<file path="config.mk">
export PLATFORM = sky130hd
export DESIGN_NAME = uart_rx_fifo
export DESIGN_NICKNAME = d
export VERILOG_FILES = /design/src/rtl/uart_pkg.sv /design/src/rtl/uart_rx_fifo.sv
export SDC_FILE = /design/constraint.sdc
export NUM_CORES = 1
export LEC_CHECK = 0
export BUFFER_PORTS_ARGS = -buffer_cell sky130_fd_sc_hd__buf_2
export CAP_MARGIN = 20
export CORE_MARGIN = 2
export CORE_UTILIZATION = 50
export CTS_BUF_LIST = sky130_fd_sc_hd__clkbuf_2
export DETAILED_ROUTE_END_ITERATION = 10
export PLACE_DENSITY = 0.71
export RECOVER_POWER = 50
export SLEW_MARGIN = 20
export SYNTH_ARGS = -nofsm -noshare
export SYNTH_HDL_FRONTEND = slang
export SYNTH_SLANG_ARGS = --single-unit
</file>
<file path="constraint.sdc">
create_clock -name clk -period 6.7 [get_ports clk]
set_clock_uncertainty 0.15 [all_clocks]
set_input_delay 0.67 -clock clk [delete_from_list [all_inputs] [get_ports clk]]
set_output_delay 0.67 -clock clk [all_outputs]
set_load 0.01 [all_outputs]
</file>
<file path="src/rtl/uart_pkg.sv">
// rtl/uart_pkg.sv - shared constants for the UART receive FIFO
package uart_pkg;

    localparam int BYTE_W        = 8;
    localparam int DEFAULT_DEPTH = 16;
    localparam int FERR_CNT_W    = 8;
    localparam logic [FERR_CNT_W-1:0] FERR_CNT_MAX = 8'hFF;

endpackage

</file>
<file path="src/rtl/uart_rx_fifo.sv">
// rtl/uart_rx_fifo.sv - first-word-fall-through byte queue behind a UART receiver
// with sticky overflow and saturating frame-error counter.
module uart_rx_fifo
    import uart_pkg::*;
#(
    parameter int DEPTH = DEFAULT_DEPTH
) (
    input  logic                     clk,
    input  logic                     rst,
    input  logic [BYTE_W-1:0]        rdata,
    input  logic                     rdata_ready,
    input  logic                     ferr,
    output logic [BYTE_W-1:0]        dout,
    output logic                     dout_valid,
    input  logic                     dout_ready,
    output logic [$clog2(DEPTH):0]   count,
    output logic                     overflow,
    output logic [FERR_CNT_W-1:0]    ferr_count,
    input  logic                     clr_status
);

    localparam int PTR_W = $clog2(DEPTH);
    localparam int CNT_W = PTR_W + 1;

    logic [BYTE_W-1:0] mem [DEPTH];
    logic [PTR_W-1:0]  wr_ptr;
    logic [PTR_W-1:0]  rd_ptr;
    logic              ferr_q;
    logic              full;
    logic              push;
    logic              pop;
    logic              drop;
    logic              ferr_rise;

    assign full       = (count == CNT_W'(DEPTH));
    assign dout_valid = (count != '0);
    assign pop        = dout_valid & dout_ready;
    // A full queue still accepts a byte when the head leaves in the same cycle.
    assign push       = rdata_ready & (~full | pop);
    assign drop       = rdata_ready & full & ~pop;
    assign ferr_rise  = ferr & ~ferr_q;
    assign dout       = dout_valid ? mem[rd_ptr] : '0;

    // Storage is deliberately left out of reset.
    always_ff @(posedge clk) begin
        if (push) begin
            mem[wr_ptr] <= rdata;
        end
    end

    always_ff @(posedge clk or posedge rst) begin
        if (rst) begin
            wr_ptr <= '0;
            rd_ptr <= '0;
            count  <= '0;
        end else begin
            if (push) begin
                wr_ptr <= wr_ptr + PTR_W'(1);
            end
            if (pop) begin
                rd_ptr <= rd_ptr + PTR_W'(1);
            end
            if (push && !pop) begin
                count <= count + CNT_W'(1);
            end else if (pop && !push) begin
                count <= count - CNT_W'(1);
            end
        end
    end

    always_ff @(posedge clk or posedge rst) begin
        if (rst) begin
            ferr_q     <= 1'b0;
            overflow   <= 1'b0;
            ferr_count <= '0;
        end else begin
            ferr_q <= ferr;
            // Clear wins over a same-cycle drop or frame-error edge.
            if (clr_status) begin
                overflow   <= 1'b0;
                ferr_count <= '0;
            end else begin
                if (drop) begin
                    overflow <= 1'b1;
                end
                if (ferr_rise && ferr_count != FERR_CNT_MAX) begin
                    ferr_count <= ferr_count + FERR_CNT_W'(1);
                end
            end
        end
    end

endmodule

</file>
==> impl_metrics.csv <==
group,metric,value,unit
final_layout,seq_area,4419,um2
critical_path,crit_fanout,26,
floorplanning,die-area,13530,um2
floorplanning,die_w,116.3,um
power_and_ir_drop,report.power.total,2.625,mW
clocking,numCtsBuffers,17,
timing,rsz0062_at_grt,"no",
timing,min_period,4144,ps
synth,synth-seq-area-share,70.04,%
routing,drt_pre_antenna_iters,4,
routing,wl_met2,5869,um
run,cap_violations,0,
global_routing,overflow,0,
critical_path,crit_arrival,3320,ps
final_layout,multi_input_area,1718,um2
place,port_buffers,36,
synth,synthArstFlopShare,15.23,%
min_path,min-delay-start,"clr_status",
power_and_ir_drop,p_per_area,382.3,nW/um2
synth,netlist_top_cells_count,"128 x edfxtp_1, 24 x mux4_2, 23 x dfrtp_1",
routing,wl,11660,um
clocking,clkLatencyLatePin,670,ps
synth,synthDistinctLibCells,42,
floorplanning,fp.coreArea,12470,um2
power_and_ir_drop,power_leakage,2.410,nW
power_and_ir_drop,vdd_drop_max,0.0002589,V
critical_path,reg2reg_from,"count[1]",
timing,hold_viol,0,
critical_path,worstSetupPathType,"reg -> out",
clocking,path_clk_slew,200,ps
clocking,cts_setup_buffers,0,
synth,ys_warn_count,0,
final_layout,fin_area,6867,um2
timing,tns,0,ps
critical_path,regToRegEndpoint,"count[4]",
final_layout,fillers,971,
min_path,hold_class,"in -> reg",
clocking,cts_buffer_depth,2,
critical_path,cp-start-kind,"register",
critical_path,cp.required,5880,ps
status,status,"completed",
routing,wl_met1,4965,um
synth,ys_ff_latch,151,
timing,slew_viol_final,0,
routing,post_drt_wl_per_cell,20.21,um
clocking,cts_root_buf,"clkbuf_2",
place,gp_congestion,0.7758,
global_routing,grt_pass1_vias,3323,
synth,yosysTopAreaCell,"edfxtp_1",
final_layout,num_antenna_cells,0,
global_routing,antenna_found_initial,0,
synth,ys.flop_type,"edfxtp_1",
routing,drt_iter0_markers,257,
floorplanning,rows,41,
timing,tightest_slew,1032,ps
timing,relSlewSlack,30.95,%
synth,netlist.area_leader.share,60.92,%
routing,num_vias,3251,
clocking,clock-sinks,151,
routing,routed.top_layer,"met4",
routing,antenna_left,0,
synth,syn_area_per_cell,18.24,um2
min_path,hold_path_end,"ferr_count[7]",
final_layout,nets,418,
routing,viasPerCell,5.634,
final_layout,area_growth,8.824,%
clocking,cts_tree,"done",
critical_path,rrSetupSlack,3130,ps
floorplanning,die_h,116.3,um
synth,yosysMostFrequentCell,"edfxtp_1",
critical_path,ff2ff_path_depth,10,
timing,finalCritPeriodShare,61.85,%
synth,synthTopCellsByArea,"edfxtp_1 61%, dfrtp_1 9.1%, mux4_2 8.6%",
routing,drc_errors,0,
floorplanning,ioPinCount,37,
synth,synth_edf_count,128,
floorplanning,initial_core_util,50.62,%
critical_path,cp-end-kind,"output port",
final_layout,drive_gt1_share,24.20,%
routing,wl_met3,708,um
synth,synth_cells,346,
synth,synth_nets,371,
global_routing,grt.total_usage,19.18,%
min_path,holdPathStages,2,
place,dpl-instance-area,6618,um2
place,dp_hpwl,7412,um
clocking,htreeDepth,4,
global_routing,grt_max_degree,27,
global_routing,grt_pass1_wl,18380,um
timing,max_clock_freq,241.3,MHz
synth,synth_area,6310,um2
timing,setup_viol,0,
==> repair_timing <==
| item | in CTS | in global routing |
|---|---|---|
| setup endpoints to repair | 0 | 0 |
| hold buffers | 2 | 0 |
| endpoints found under the hold margin | 24 | 0 |
| gates resized for setup | 0 | 0 |
==> worst max-delay path by stage <==
stage                     cells after the start       from        to
final                                         6  rd_ptr[1]   dout[1]
after global routing                          6  rd_ptr[1]   dout[1]
after global placement                       10   count[2]  count[4]
after detailed placement                     10   count[2]  count[4]
after floorplan                              10   count[2]  count[4]
after CTS                                     6  rd_ptr[1]   dout[1]
==> layout by cell type, fill, tap and decap left out, drive strengths merged, types with 2 or more instances in the layout <==
cell,count
ha,10
nand2,10
clkbuf,27
mux2i,9
a21o,2
a31oi,2
a21oi,11
dlygate4sd3,2
mux4,32
nor4,2
nand2b,3
xor2,4
edfxtp,128
nor3,7
o21ai,13
xnor2,8
nand3,5
and3,2
clkinvlp,3
mux2,11
nand4,2
bufinv,3
nor2,22
o211ai,3
inv,8
buf,34
dfrtp,23
clkinv,6
nor2b,3
and4b,2
==> logic make-up after synthesis <==
kind of cell,share of synthesized area [%]
buffers and inverters,2.637
and+or+nand+nor,4.600
xor gates and xnor gates,1.666
DFF,70.04
muxes,15.29
AOI/OAI and AO/OA,3.470
adders and majority gates,2.300
==> final cells by class <==
type | count | area share [%]
inverters | 7 | 0.3827
flip-flops and latches | 151 | 64.36
clock inverters | 13 | 2.278
repair buffers | 45 | 3.517
multi-input cells | 171 | 25.02
clock buffers | 18 | 1.312
well taps | 172 | 3.134
==> report_power, final <==
group	total, mW	switching, mW	internal, mW
Combinational	0.866	0.454	0.412
Clock	0.518	0.313	0.205
Sequential	1.24	0.100	1.14
==> state kept, by name (all words and copies together) (netlist names) <==
| name | count |
|---|---|
| mem | 128 |
| ferr_count | 8 |
| count | 5 |
| rd_ptr | 4 |
| wr_ptr | 4 |
| ferr_q | 1 |
| overflow | 1 |
==> stage by stage <==
stage	cells	setup slack (ps)	utilization (%)	hold WS (ps)
after global placement	544	3168	53.09	340.8
final	577	2556	55.08	119.5
after CTS	577	2418	55.22	15.60
after global routing	577	2244	55.08	36.52
after detailed placement	544	3110	53.09	348.9
after floorplan	346	3508	-	384.2
==> critical path, cell delays in order (launching register included) <==
cell and delay (ps):
dfrtp_1 740, buf_4 470, mux4_1 620, mux2_2 280
o21ai_0 280, a21oi_1 70, buf_2 170
==> metal layers <==
| layer | GRT usage, % | up-vias |
|---|---|---|
| li1 | - | 1464 |
| met1 | 25.17 | 1675 |
| met2 | 30.50 | 104 |
| met3 | 5.553 | 8 |
| met4 | 7.698 | 0 |
| met5 | 0 | - |
Note: power is estimated with default switching activity, not from simulation.
